==> src/rtl/input_cond_pkg.sv <==
// input_cond_pkg: shared constants, repeat FSM states and counter sizing for the input conditioner bank
package input_cond_pkg;
  localparam int DEF_TICK_DIV = 100000;
  localparam int DEF_DB_TICKS = 10;
  localparam int DEF_RPT_DELAY_TICKS = 500;
  localparam int DEF_RPT_PERIOD_TICKS = 100;
  typedef enum logic [1:0] {IDLE, DELAY, REPEAT} rpt_state_e;
  function automatic int cnt_w(input int max_val);
    return (max_val < 1) ? 1 : $clog2(max_val + 1);
  endfunction
endpackage

==> src/rtl/debounce_channel.sv <==
// debounce_channel: one input channel - synchroniser, tick-based debounce, edge pulses and optional hold-to-repeat
module debounce_channel
  import input_cond_pkg::*;
#(
  parameter int DB_TICKS = DEF_DB_TICKS,
  parameter int RPT_DELAY_TICKS = DEF_RPT_DELAY_TICKS,
  parameter int RPT_PERIOD_TICKS = DEF_RPT_PERIOD_TICKS,
  parameter bit RPT_EN = 1'b0
) (
  input  logic clk,
  input  logic reset,
  input  logic raw,
  input  logic tick,
  output logic level,
  output logic rise,
  output logic fall,
  output logic press
);
  localparam int DW = cnt_w(DB_TICKS);
  logic [1:0] sync_q;
  logic [DW-1:0] dbc;
  logic mismatch, flip, rise_n, fall_n;
  assign mismatch = sync_q[1] ^ level;
  assign flip = mismatch && tick && (dbc == DW'(DB_TICKS - 1));
  assign rise_n = flip && !level;
  assign fall_n = flip && level;
  // two-flop synchroniser for the asynchronous pin
  always_ff @(posedge clk or posedge reset)
    if (reset) sync_q <= '0;
    else sync_q <= {sync_q[0], raw};
  // count consecutive mismatching ticks; any matching cycle restarts the count
  always_ff @(posedge clk or posedge reset)
    if (reset) begin
      dbc <= '0;
      level <= 1'b0;
      rise <= 1'b0;
      fall <= 1'b0;
    end else begin
      dbc <= (!mismatch || flip) ? '0 : tick ? dbc + 1'b1 : dbc;
      level <= level ^ flip;
      rise <= rise_n;
      fall <= fall_n;
    end
  generate
    if (RPT_EN) begin : g_rpt
      localparam int RW = cnt_w((RPT_DELAY_TICKS > RPT_PERIOD_TICKS) ? RPT_DELAY_TICKS : RPT_PERIOD_TICKS);
      rpt_state_e state;
      logic [RW-1:0] rc;
      logic rpt;
      assign rpt = tick && ((state == DELAY && rc == RW'(RPT_DELAY_TICKS - 1)) ||
                            (state == REPEAT && rc == RW'(RPT_PERIOD_TICKS - 1)));
      // hold-to-repeat: initial delay, then periodic presses; a fall always wins and cancels the pulse
      always_ff @(posedge clk or posedge reset)
        if (reset) begin
          state <= IDLE;
          rc <= '0;
          press <= 1'b0;
        end else begin
          press <= rise_n || (rpt && !fall_n);
          if (fall_n) begin
            state <= IDLE;
            rc <= '0;
          end else if (rise_n) begin
            state <= DELAY;
            rc <= '0;
          end else if (rpt) begin
            state <= REPEAT;
            rc <= '0;
          end else if (tick && state != IDLE) rc <= rc + 1'b1;
        end
    end else begin : g_norpt
      assign press = rise;
    end
  endgenerate
endmodule

==> src/rtl/input_conditioner_bank.sv <==
// input_conditioner_bank: N_CH independent debounced inputs sharing one sample-tick prescaler
module input_conditioner_bank
  import input_cond_pkg::*;
#(
  parameter int N_CH = 9,
  parameter int TICK_DIV = DEF_TICK_DIV,
  parameter int DB_TICKS = DEF_DB_TICKS,
  parameter int RPT_DELAY_TICKS = DEF_RPT_DELAY_TICKS,
  parameter int RPT_PERIOD_TICKS = DEF_RPT_PERIOD_TICKS,
  parameter logic [N_CH-1:0] RPT_MASK = 9'b0_0000_1111
) (
  input  logic clk,
  input  logic reset,
  input  logic [N_CH-1:0] raw_in,
  output logic [N_CH-1:0] level,
  output logic [N_CH-1:0] rise,
  output logic [N_CH-1:0] fall,
  output logic [N_CH-1:0] press
);
  localparam int PW = cnt_w(TICK_DIV - 1);
  logic [PW-1:0] pcnt;
  logic tick;
  assign tick = pcnt == PW'(TICK_DIV - 1);
  // free-running prescaler; tick marks the last count of each period
  always_ff @(posedge clk or posedge reset)
    if (reset) pcnt <= '0;
    else pcnt <= tick ? '0 : pcnt + 1'b1;
  for (genvar i = 0; i < N_CH; i++) begin : g_ch
    debounce_channel #(
      .DB_TICKS(DB_TICKS),
      .RPT_DELAY_TICKS(RPT_DELAY_TICKS),
      .RPT_PERIOD_TICKS(RPT_PERIOD_TICKS),
      .RPT_EN(RPT_MASK[i])
    ) u_ch (
      .clk(clk),
      .reset(reset),
      .raw(raw_in[i]),
      .tick(tick),
      .level(level[i]),
      .rise(rise[i]),
      .fall(fall[i]),
      .press(press[i])
    );
  end
endmodule

==> config.mk <==
export PLATFORM = sky130hd
export DESIGN_NAME = input_conditioner_bank
export DESIGN_NICKNAME = d
export VERILOG_FILES = /design/src/rtl/input_cond_pkg.sv /design/src/rtl/debounce_channel.sv /design/src/rtl/input_conditioner_bank.sv
export SDC_FILE = /design/constraint.sdc
export NUM_CORES = 1
export LEC_CHECK = 0
export CAP_MARGIN = 20
export CORE_ASPECT_RATIO = 1.25
export CORE_UTILIZATION = 59
export CTS_CLUSTER_DIAMETER = 60
export CTS_CLUSTER_SIZE = 8
export DETAILED_ROUTE_END_ITERATION = 8
export PLACE_DENSITY = 0.83
export SYNTH_ARGS = -nofsm -noshare
export SYNTH_HDL_FRONTEND = slang
export SYNTH_SLANG_ARGS = --single-unit
==> constraint.sdc <==
create_clock -name clk -period 6.7 [get_ports clk]
set_input_delay 1.34 -clock clk [delete_from_list [all_inputs] [get_ports clk]]
set_output_delay 1.34 -clock clk [all_outputs]
set_load 0.02 [all_outputs]
== Word-level counts from Yosys, hierarchy flattened ==
Index checks and enable logic that the tools add are counted.
Word-level totals
  memory bits (writable): 0
  output and inout bits: 36
  memories kept: 0
  bits in latches: 0
  register bits after elaboration: 146
  input port bits: 11
  memory bits (read-only): 0
  logic and storage cells: 279
Operators by class
  bitwise gates (word level): 18
  $add $sub $neg: 14
  divide/modulo/power cells: 0
  mux-type cells: 47
  magnitude comparators: 0
  shift operators: 0
  equality and inequality tests: 26
  multipliers: 0
  reduce and logical (&&, ||, !) cells: 116
Operators by type and width (number)
  9-bit two-way mux: 16
  4-bit two-way mux: 18
  1-bit logical AND: 56
  4-bit by 1-bit adder with 4-bit output, second input constant: 9
  9-bit by 1-bit adder with 9-bit output, second input constant: 4
  4-bit equality test, second input constant: 9
  9-bit by 7-bit equality test with 1-bit output, second input constant: 4
  9-bit equality test, second input constant: 4
  2-bit nonzero test: 13
  2-bit two-way mux: 12
  1-bit logical NOT: 22
  1-bit XOR: 18
  17-bit by 1-bit adder with 17-bit output, second input constant: 1
  17-bit equality test, second input constant: 1
  1-bit logical OR: 17
  17-bit two-way mux: 1
  4-bit nonzero test: 4
  3-bit nonzero test: 4
  2-bit by 1-bit equality test with 1-bit output, second input constant: 4
  2-bit equality test, second input constant: 4

== Longest topological paths before layout ==
Gate-level depths: netlist of the first run.
  depth in word-level cells: 7
  depth in mapped cells: 11
  depth with buffers taken out: 9

== Hierarchy ==
A second synthesis of the first run with hierarchy kept.
Second synthesis, totals
  cells, all modules: 619
  area total of the unflattened synthesis: 6894.1 sq um
Modules (own cells, without submodules)
  debounce_channel at g_ch[1].u_ch ...: cells each 96, area an instance 1012.2 sq um, instances 2
  debounce_channel at g_ch[4].u_ch ...: cells each 32, area an instance 391.6 sq um, instances 5
  debounce_channel at g_ch[3].u_ch: cells each 96, area an instance 1068.5 sq um, instances 1
  debounce_channel at g_ch[0].u_ch: cells each 96, area an instance 1017.2 sq um, instances 1
  input_conditioner_bank: cells each 75, area an instance 825.8 sq um, instances 1

== Least setup slack after synthesis of the first run ==
No wires, ideal clock.
  kind: register -> register
  start: register pcnt[5]
  end: register g_ch[0].u_ch.g_rpt.rc[3]
  data required time: 6.581 ns
  library setup time: 0.119 ns
  buffers on the path: 3
  cell stages (with the launch flop): 11
  period minus slack after synthesis: 2.736 ns
  slack: 3.964 ns
  arrival: 2.617 ns
  path through: dfrtp_1 -> or4b_4 -> or4_1 -> buf_2 -> clkbuf_1 -> nor2_1 -> ha_1 -> or2_2 -> clkbuf_1 -> a21o_1 -> nor2_1
Between the ends
  elaborated cells on any way between the ends: 11
RTL lines
  start: declaration: RTL line input_conditioner_bank.sv:21  | logic [PW-1:0] pcnt;
  start signal: assignment: RTL line input_conditioner_bank.sv:27  | else pcnt <= tick ? '0 : pcnt + 1'b1;
  17-bit equality test *: RTL line input_conditioner_bank.sv:23  | assign tick = pcnt == PW'(TICK_DIV - 1);
  1-bit logical AND * (2 in a row): RTL line debounce_channel.sv:24  | assign flip = mismatch && tick && (dbc == DW'(DB_TICKS - 1));
  1-bit logical AND *: RTL line debounce_channel.sv:26  | assign fall_n = flip && level;
  via g_ch[0].u_ch.fall_n: RTL line debounce_channel.sv:22  | logic mismatch, flip, rise_n, fall_n;
  4-bit nonzero test (no line) or 9-bit two-way mux (tied branches)
  end signal: assignment: RTL line debounce_channel.sv:69  | end else if (tick && state != IDLE) rc <= rc + 1'b1;
  end: declaration: RTL line debounce_channel.sv:48  | logic [RW-1:0] rc;
The timed path passes the listed nets; every way through them passes the cells marked *.
A chain may end at the register's enable or synchronous reset.

== Worst setup path in the final report of the first run ==
  start: register pcnt[0]
  end: register g_ch[3].u_ch.g_rpt.rc[3]
Between the ends
  elaborated cells on any way between the ends: 11
RTL lines (RTL line)
  17-bit equality test *: input_conditioner_bank.sv:23
  1-bit logical AND * (2 in a row): debounce_channel.sv:24
  1-bit logical AND *: debounce_channel.sv:26
  via g_ch[3].u_ch.fall_n: debounce_channel.sv:22
  4-bit nonzero test (no line) or 9-bit two-way mux (tied branches)
  end signal: assignment: debounce_channel.sv:69
  end: declaration: debounce_channel.sv:48
Marks and branches as above.

==> flow_summary_export.csv, run 1 <==
group,metric,value,unit
run_status,status,"complete, no violations",
cts,post_cts_resized,0,
global_routing,grt_pass1_vias,5202,
layout,syn2layout_area_growth,13.1,%
power_and_ir_drop,swShare,21.1,%
global_routing,grt_start_max_net_pins,80,
worst_setup_path,r2r_setup_slack,3470,ps
worst_setup_path,crit_family,"simple AND/OR/NAND/NOR gates",
global_routing,grt_pass1_wl,22.7,mm
power_and_ir_drop,p_per_area,226,nW/um^2
route,first_pass_iters,5,
layout,fin_area,8050,um^2
sta,hold_viol_final,0,
power_and_ir_drop,vdd_ir_drop_max,0.000168,V
global_routing,grtUsageMet3,6.23,%
synth,synth_async_sr_flop_share,100,%
flow_run,max_cap_viol_count,0,
worst_setup_path,worstSetupPathDepth,8,
synth,syn_area_per_cell,10.0,um^2
sta,tightestPinTransition,1060,ps
layout,drive_above_1_share,7.04,%
route,drc_errors,0,
synth,ys_types,51,
floorplanning,io-pin-count,47,
cts,cts.clk_slew.worst_paths,60,ps
floorplanning,core-area,11700,um^2
cts,cts_tree,"built",
route,avgViaCountPerCell,5.79,
place,place_area,7480,um^2
worst_hold_path,hp-class,"reg2reg",
synth,ys_seq_area_share,51.3,%
sta,min_period,3230,ps
worst_setup_path,cp_cell_sequence,"ha_1 -> nand4_1 -> or4_1 -> nor2b_1 -> ha_1 -> nor2_1 -> nand2_1 -> nor2_1",
sta,timing.fmax,310,MHz
global_routing,track_usage,22.8,%
layout,mostFrequentLayoutCells,"146 x dfrtp_1, 79 x nor2_1, 54 x nand2_1",
worst_setup_path,critPathLaunch,"pcnt[0]",
route,routed_wirelength,13.2,mm
worst_setup_path,arrival,3510,ps
sta,maxSlewHeadroom,29.2,%
power_and_ir_drop,clkPwrFrac,49.5,%
synth,synth_flop_cell,"dfrtp_1",
global_routing,busiest_layer,"met2",
cts,max-clock-path-buffers,2,
sta,clock_skew,8.67,ps
worst_setup_path,crit_type,"reg2reg",
cts,cts_buffers,17,
synth,ys_warn_count,0,
layout,n_antenna_cell,0,
route,drt_iter0_markers,207,
sta,final-setup-viol-count,0,
route,vias,5207,
floorplanning,dieArea,12500,um^2
route,post_drt_wl_per_cell,14.7,um
floorplanning,die-width,100,um
worst_setup_path,critical_path_required,6990,ps
worst_setup_path,path_buf_inv,0,
power_and_ir_drop,p_seq_share,48.9,%
global_routing,grt_antenna_before_repair,0,
place,gp_congestion,0.789,
worst_setup_path,r2r-end,"g_ch[3].u_ch.g_rpt.rc[3]",
worst_setup_path,r2r_cells,8,
floorplanning,die_h,125,um
sta,rsz0062_at_grt,"false",
sta,whs,350,ps
worst_setup_path,endpoint,"g_ch[3].u_ch.g_rpt.rc[3]",
cts,ctsHoldBuffers,0,
worst_setup_path,r2r-start,"pcnt[0]",
global_routing,grtUsageMet1,25.4,%
place,place_hpwl,8.62,mm
global_routing,met2_usage,40.6,%
power_and_ir_drop,total_power,1.82,mW
synth,synth.net_count,763,
worst_setup_path,slowest_delay,1090,ps
worst_setup_path,end_kind,"flop",
layout,final_common_cell,"dfrtp_1",
worst_setup_path,cp_slowest_cell,"or4_1",
sta,tns,0,ps
cts,cts_setup_buffers,0,
synth,ys_ff_latch,146,
cts,cts_root_buf,"clkbuf_16",
worst_setup_path,crit_fanout,27,
synth,synth_edf_count,0,
cts,h-tree-depth,4,
cts,cts_sinks,146,
cts,worstSkewPairLatency,420,ps
route,antenna_left,0,
synth,syn_area,7120,um^2
place,port-buffer-count,46,
power_and_ir_drop,switching_power,384,uW
power_and_ir_drop,p_leak,3.73,nW
worst_setup_path,start_kind,"flop",
power_and_ir_drop,internal-power,1.43,mW
floorplanning,start_util,61.0,%
sta,fin_crit_sh,48.1,%
synth,synthCells,711,
power_and_ir_drop,combPwrFrac,1.6,%
sta,slew_viol_final,0,
sta,fin_ws,3470,ps
place,pre_cts_ws,3450,ps
floorplanning,num_rows,44,
global_routing,gr-total-overflow,0,
layout,nets,778,
## worst min path at each step
stage                             end                   start  slack, ps  depth (start not counted)
3_5_place_dp   g_ch[0].u_ch.sync_q[1]  g_ch[0].u_ch.sync_q[0]        340                          0
6_report       g_ch[8].u_ch.sync_q[1]  g_ch[8].u_ch.sync_q[0]        350                          0
2_1_floorplan  g_ch[0].u_ch.sync_q[1]  g_ch[0].u_ch.sync_q[0]        330                          0
4_1_cts        g_ch[0].u_ch.sync_q[1]  g_ch[0].u_ch.sync_q[0]        350                          0
3_3_place_gp   g_ch[2].u_ch.sync_q[1]  g_ch[2].u_ch.sync_q[0]        330                          0
5_1_grt        g_ch[5].u_ch.sync_q[1]  g_ch[5].u_ch.sync_q[0]        360                          0
## layout make-up
| type | instances | area, um^2 |
|---|---|---|
| sequential | 146 | 3650 |
| fill | 863 | 3620 |
| timing repair buffer | 49 | 483 |
| multi-input combinational | 471 | 2980 |
| clock inverter | 12 | 106 |
| inverter | 41 | 159 |
| tap | 161 | 201 |
| clock buffer | 20 | 467 |
## metal layers
metal	share of wire, %	wire [um]
met5	0	0
met4	1.7	229
met3	4.0	533
met2	52	6920
met1	42	5520
## synthesized netlist by cell type (4+ instances only)
cell type	number	share of area (%)
clkbuf_1	12	0.63
nand2_1	54	2.8
nand3_1	20	1.4
xor2_1	8	0.98
o21ai_0	18	1.3
nor4_1	12	1.1
a21oi_1	46	3.2
or3_1	12	1.1
nand4b_1	4	0.49
or2_2	4	0.35
dfrtp_1	146	51
o211ai_1	5	0.53
nor3_1	46	3.2
ha_1	41	7.2
a31oi_1	8	0.70
o211a_1	8	1.1
and3_1	8	0.70
or4_1	6	0.63
xnor2_1	35	4.3
nor2_1	79	4.2
nand4_1	10	0.88
buf_4	37	3.9
inv_1	41	2.2
and2_1	6	0.53
## power by group through the flow
stage                     clock (mW)  combinational [mW]  sequential (mW)
after floorplan                    0              0.0173            0.905
after global placement             0              0.0290            0.905
after detailed placement           0              0.0298            0.905
after CTS                      0.914              0.0297            0.889
after global routing           0.950              0.0330            0.889
final                          0.901              0.0282            0.889
## registers in the layout, indices dropped and copies added (netlist names)
| signal | cells |
|---|---|
| g_ch.u_ch.dbc | 36 |
| g_ch.u_ch.fall | 9 |
| g_ch.u_ch.g_rpt.rc | 36 |
| g_ch.u_ch.g_rpt.state | 8 |
| g_ch.u_ch.level | 9 |
| g_ch.u_ch.press | 9 |
| g_ch.u_ch.rise | 4 |
| g_ch.u_ch.sync_q | 18 |
| pcnt | 17 |
## through the flow
stage,utilization [%],std cells
6_report,69.0,900
5_1_grt,69.0,900
4_1_cts,69.0,900
3_5_place_dp,64.1,868
3_3_place_gp,64.1,868
2_1_floorplan,-,711
## kinds of logic (layout without fill, tap and decap cells)
logic type,Yosys count,count (layout),synth area share [%]
buf+inv,94,122,6.96
xor+xnor,43,43,5.29
compound gates,102,102,8.77
fa+ha+maj,41,41,7.20
simple gates,282,282,20.0
flops,146,146,51.3
mux,3,3,0.439
Power figures use the tool's default switching activity.
==> run 2, diff against run 1 <==
- clock period: 6.7 -> 3.1 ns (I/O delays scaled with it)
==> run 2 against run 1 <==
Setup slack got worse by 3200 ps. Core utilization rose by 0.84 points. Critical endpoint is now g_ch[7].u_ch.level. Register-to-register slack got worse by 3200 ps. First-iteration DRC count rose by 36%. Largest cell class unchanged. Non-clock buffer count rose by 12. Routed wire length rose by 3.0%.
==> flow_summary_export.csv, run 2 (synthesis results as in run 1) <==
group,metric,value,unit
layout,drive_above_1_share,8.26,%
sta,clock_skew,6.24,ps
cts,worstSkewPairLatency,430,ps
worst_setup_path,cp_cell_sequence,"or4b_4 -> or4_4 -> nor4_1 -> ha_1 -> inv_1",
sta,min_period,2860,ps
worst_setup_path,start_kind,"flop",
cts,post_cts_resized,0,
route,drt_iter0_markers,282,
floorplanning,start_util,61.0,%
place,port-buffer-count,46,
layout,nets,790,
worst_setup_path,cp_slowest_cell,"or4_4",
power_and_ir_drop,internal-power,3.10,mW
worst_setup_path,r2r-start,"pcnt[5]",
sta,timing.fmax,350,MHz
worst_setup_path,crit_fanout,30,
route,antenna_left,0,
worst_setup_path,path_buf_inv,1,
worst_setup_path,crit_family,"simple AND/OR/NAND/NOR gates",
route,drc_errors,0,
floorplanning,io-pin-count,47,
sta,tightestPinTransition,678,ps
floorplanning,die-width,100,um
global_routing,gr-total-overflow,0,
cts,cts.clk_slew.worst_paths,60,ps
floorplanning,core-area,11700,um^2
route,first_pass_iters,5,
run_status,status,"complete, no violations",
power_and_ir_drop,p_seq_share,49.0,%
cts,cts_buffers,17,
worst_setup_path,slowest_delay,730,ps
worst_setup_path,arrival,3230,ps
layout,mostFrequentLayoutCells,"146 x dfrtp_1, 79 x nor2_1, 54 x nand2_1",
worst_setup_path,r2r_setup_slack,240,ps
route,routed_wirelength,13.6,mm
flow_run,max_cap_viol_count,0,
cts,cts_root_buf,"clkbuf_16",
worst_setup_path,crit_type,"reg2reg",
worst_setup_path,critPathLaunch,"pcnt[5]",
sta,final-setup-viol-count,0,
route,vias,5192,
global_routing,grt_antenna_before_repair,0,
cts,cts_setup_buffers,0,
power_and_ir_drop,p_per_area,481,nW/um^2
global_routing,grt_start_max_net_pins,56,
worst_setup_path,r2r_cells,5,
floorplanning,dieArea,12500,um^2
sta,hold_viol_final,0,
worst_setup_path,end_kind,"flop",
sta,tns,0,ps
power_and_ir_drop,p_leak,3.79,nW
power_and_ir_drop,switching_power,822,uW
worst_hold_path,hp-class,"reg2reg",
cts,cts_tree,"built",
route,avgViaCountPerCell,5.69,
power_and_ir_drop,combPwrFrac,1.7,%
cts,ctsHoldBuffers,0,
worst_setup_path,critical_path_required,3470,ps
layout,n_antenna_cell,0,
route,post_drt_wl_per_cell,14.9,um
place,gp_congestion,0.860,
layout,reg.largest.list,"g_ch.u_ch.dbc: 36 flops, g_ch.u_ch.g_rpt.rc: 36 flops, g_ch.u_ch.sync_q: 18 flops",
floorplanning,die_h,125,um
global_routing,track_usage,23.8,%
sta,maxSlewHeadroom,54.4,%
worst_setup_path,r2r-end,"g_ch[7].u_ch.level",
cts,cts_sinks,146,
sta,fin_crit_sh,92.3,%
cts,h-tree-depth,4,
worst_setup_path,worstSetupPathDepth,5,
power_and_ir_drop,clkPwrFrac,49.2,%
cts,max-clock-path-buffers,2,
sta,slew_viol_final,0,
place,place_hpwl,9.36,mm
layout,syn2layout_area_growth,14.4,%
global_routing,grt_pass1_vias,5300,
worst_setup_path,endpoint,"g_ch[7].u_ch.level",
global_routing,grt_pass1_wl,23.4,mm
power_and_ir_drop,vdd_ir_drop_max,0.000420,V
layout,final_common_cell,"dfrtp_1",
floorplanning,num_rows,44,
sta,rsz0062_at_grt,"false",
power_and_ir_drop,swShare,21.0,%
worst_hold_path,holdCritStartpoint,"g_ch[0].u_ch.sync_q[0]",
sta,whs,347,ps
==> run 2: power groups by stage <==
stage,Combinational (mW),Sequential (mW),Clock [mW]
3_5_place_dp,0.0714,1.96,0
5_1_grt,0.0793,1.92,2.04
4_1_cts,0.0717,1.92,1.96
6_report,0.0681,1.92,1.93
3_3_place_gp,0.0696,1.96,0
2_1_floorplan,0.0378,1.96,0
==> run 2: metrics by stage <==
| step | utilization [%] | setup WS [ps] | power (mW) | instance area, um^2 | instances |
|---|---|---|---|---|---|
| finish | 69.8 | 239 | 3.92 | 8150 | 912 |
| global route | 69.8 | 184 | 4.04 | 8150 | 912 |
| floorplan | - | 364 | 1.99 | 7120 | 711 |
| CTS | 69.8 | 251 | 3.95 | 8150 | 912 |
| detailed placement | 65.0 | 257 | 2.03 | 7590 | 880 |
| global placement | 65.0 | 326 | 2.03 | 7590 | 880 |
==> run 2: cell type report <==
cell class	count	area, um^2
multi-input cells	471	2980
flip-flops and latches	146	3650
well taps	161	201
clock inverters	10	82.6
repair buffers	61	598
fillers	853	3520
inverters	41	158
clock buffers	22	474
==> run 2: routing by layer <==
metal	global-route usage [%]	part of all wire, %	up-vias
met2	41.4	53	133
met1	26.6	40	2548
met5	0	0	-
li1	-	-	2471
met4	12.4	3.0	0
met3	5.95	3.9	40
==> run 2: how the worst min path moves through the flow <==
stage                        endpoint  slack [ps]  depth (start not counted)
6_report       g_ch[0].u_ch.sync_q[1]         350                          0
5_1_grt        g_ch[8].u_ch.sync_q[1]         360                          0
3_3_place_gp   g_ch[8].u_ch.sync_q[1]         330                          0
3_5_place_dp   g_ch[0].u_ch.sync_q[1]         340                          0
4_1_cts        g_ch[0].u_ch.sync_q[1]         350                          0
2_1_floorplan  g_ch[0].u_ch.sync_q[1]         330                          0
==> run 3, diff against run 2 <==
- SYNTH_HIERARCHICAL: not set -> 1
==> run 3 against run 2 <==
Clock skew increased by 6.6 ps. Via count decreased by 11%. Combinational power decreased by 2%. First-iteration DRC count decreased by 12%. Critical path depth increased by 5. Cell area decreased by 1.7%. Clock power about the same.
==> flow_summary_export.csv, run 3 <==
group,metric,value,unit
power_and_ir_drop,combPwrFrac,1.7,%
sta,final-setup-viol-count,0,
cts,cts_sinks,146,
layout,reg.largest.list,"g_ch.u_ch/dbc: 36 flops, g_ch.u_ch/g_rpt.rc: 36 flops, g_ch.u_ch/sync_q: 18 flops",
worst_setup_path,crit_family,"simple AND/OR/NAND/NOR gates",
cts,cts_buffers,17,
cts,cts_setup_buffers,0,
global_routing,track_usage,22.1,%
synth,synth_top_family_by_area,"simple AND/OR/NAND/NOR gates",
worst_setup_path,end_kind,"flop",
global_routing,grt_start_max_net_pins,23,
power_and_ir_drop,p_per_area,489,nW/um^2
global_routing,grtUsageMet1,24.9,%
cts,post_cts_resized,0,
layout,regArea,3650,um^2
cts,cts.clk_slew.worst_paths,60,ps
global_routing,grtUsageMet3,5.69,%
power_and_ir_drop,switching_power,799,uW
layout,mostFrequentLayoutCells,"146 x dfrtp_1, 62 x nor2_1, 52 x inv_1, 48 x nor3_1, 46 x clkdlybuf4s50_1",
layout,multi_input_area,2930,um^2
synth,synthSimpleGateAreaFrac,18.7,%
synth,synth_commonest_cells,"146 x dfrtp_1, 62 x nor2_1, 52 x inv_1",
sta,fin_crit_sh,86.8,%
synth,synth_edf_count,0,
sta,clock_skew,12.8,ps
global_routing,grt_pass1_wl,20.8,mm
worst_hold_path,hp-class,"reg2reg",
layout,n_antenna_cell,0,
synth,synth_top_area_share,53.0,%
global_routing,met2_usage,39.3,%
run_status,status,"complete, no violations",
synth,ys_top_cells_by_area,"dfrtp_1 53%, ha_1 7.4%, xnor2_1 5.7%, xor2_1 4.8%, nor3_1 3.5%",
worst_setup_path,crit_type,"reg2reg",
power_and_ir_drop,p_leak,3.74,nW
sta,timing.fmax,371,MHz
synth,ys_ff_latch,146,
route,avgViaCountPerCell,5.61,
floorplanning,die_h,123,um
synth,synthCells,619,
worst_setup_path,path_buf_inv,1,
synth,synth_flop_cell,"dfrtp_1",
synth,synthAdderAreaFrac,7.44,%
floorplanning,io-pin-count,47,
route,routed_wirelength,12.3,mm
floorplanning,die-width,98.7,um
global_routing,busiest_layer,"met2",
sta,tightestPinTransition,796,ps
cts,cts_tree,"built",
layout,fin_area,8010,um^2
synth,ys_types,50,
synth,synth.net_count,671,
layout,nets,724,
sta,hold_viol_final,0,
cts,h-tree-depth,4,
sta,maxSlewHeadroom,46.9,%
power_and_ir_drop,p_seq_share,49.1,%
route,antenna_left,0,
global_routing,grt_antenna_before_repair,0,
cts,max-clock-path-buffers,2,
place,place_area,7440,um^2
worst_setup_path,cp_cell_sequence,"ha_1 -> nand3_1 -> nor2_1 -> and4_2 -> buf_4 -> nand4b_1 -> nor2b_1 -> ha_1 -> or2_2 -> nor3_1",
sta,slew_viol_final,0,
floorplanning,num_rows,43,
worst_setup_path,start_kind,"flop",
layout,syn2layout_area_growth,16.2,%
power_and_ir_drop,clkPwrFrac,49.2,%
place,port-buffer-count,46,
cts,worstSkewPairLatency,420,ps
global_routing,grt_pass1_vias,4727,
power_and_ir_drop,vdd_ir_drop_max,0.000346,V
route,post_drt_wl_per_cell,15.0,um
synth,yosysMostFrequentCell,"dfrtp_1",
power_and_ir_drop,internal-power,3.12,mW
synth,synth_async_sr_flop_share,100,%
place,place_hpwl,8.44,mm
sta,tns,0,ps
layout,final_common_cell,"dfrtp_1",
synth,yosysTopAreaCell,"dfrtp_1",
layout,fill_cells,757,
synth,syn_area_per_cell,11.1,um^2
route,vias,4600,
place,gp_congestion,0.832,
power_and_ir_drop,swShare,20.4,%
sta,rsz0062_at_grt,"false",
floorplanning,core-area,11200,um^2
floorplanning,dieArea,12100,um^2
worst_setup_path,cp_slowest_cell,"dfrtp_1",
route,drt_iter0_markers,248,
global_routing,gr-total-overflow,0,
flow_run,max_cap_viol_count,0,
worst_setup_path,slowest_delay,390,ps
cts,ctsHoldBuffers,0,
synth,ys_seq_area_share,53.0,%
synth,syn_area,6890,um^2
worst_setup_path,worst_path_most_repeated_cell,"ha_1",
layout,finish.utilization,71.2,%
layout,drive_above_1_share,11.1,%
synth,synth.area.mux_share,0.744,%
worst_setup_path,arrival,2970,ps
route,drc_errors,0,
floorplanning,start_util,61.3,%
sta,min_period,2690,ps
synth,synth_compound_area_share,4.99,%
synth,synth-xor-area-share,10.5,%
cts,cts_root_buf,"clkbuf_16",
synth,ys_warn_count,6,
worst_setup_path,crit_fanout,17,
sta,whs,348,ps
worst_setup_path,critical_path_required,3380,ps
route,first_pass_iters,4,
run 3: path summary, 6_finish.rpt:
kind                                         from                  endpoint  slack [ps]  cells past startpoint
max                                       pcnt[0]  g_ch[2].u_ch/g_rpt.rc[7]         410                     10
min                        g_ch[4].u_ch/sync_q[0]    g_ch[4].u_ch/sync_q[1]         350                      0
max reg2reg                               pcnt[0]  g_ch[2].u_ch/g_rpt.rc[7]         410                     10
min reg2reg                g_ch[4].u_ch/sync_q[0]    g_ch[4].u_ch/sync_q[1]         350                      0
max in group asynchronous                   reset       g_ch[3].u_ch/dbc[3]        1560                      2
min in group asynchronous                   reset       g_ch[4].u_ch/dbc[3]         830                      2
run 3: final cells by class:
type | count | share of cell area [%]
Clock buffer | 23 | 6.09
Clock inverter | 9 | 1.00
Inverter | 52 | 2.44
Multi-Input combinational cell | 404 | 36.5
Sequential cell | 146 | 45.6
Tap cell | 135 | 2.11
Timing Repair Buffer | 51 | 6.22
run 3: per-stage QoR:
| stage | cells | setup slack (ps) | power, mW |
|---|---|---|---|
| 5_1_grt | 820 | 173 | 4.03 |
| 4_1_cts | 820 | 387 | 3.95 |
| 3_5_place_dp | 788 | 464 | 2.03 |
| 3_3_place_gp | 788 | 659 | 2.03 |
| 2_1_floorplan | 619 | 62.1 | 2.00 |
| 6_report | 820 | 408 | 3.92 |
run 3: power by group through the flow:
stage	combinational (mW)	clock [mW]	sequential, mW
after floorplan	0.0428	0	1.96
after CTS	0.0701	1.95	1.92
after detailed placement	0.0695	0	1.96
final	0.0669	1.93	1.92
after global placement	0.0675	0	1.96
after global routing	0.0789	2.03	1.92
run 3: logic make-up (layout without fill, tap and decap cells):
logic type	after synthesis	count (layout)
AOI/OAI and AO/OA	41	41
xor gates and xnor gates	83	83
adders and majority gates	41	41
buffers and inverters	69	135
DFF	146	146
muxes	5	5
and+or+nand+nor	234	234
run 3: routing by layer:
metal  up-vias  routed length (um)
met4         0                 178
met3        18                 437
met2        83                6590
met5         -                   0
li1       2195                   -
met1      2304                5140
run 3: worst reg2reg max path: cells and delay by family, from the launching register on:
family	cells	cell delay, ps
adder cells (fa/ha/maj)	2	460
buffers and inverters	1	260
flip-flops	1	390
AND/OR/NAND/NOR	7	1460
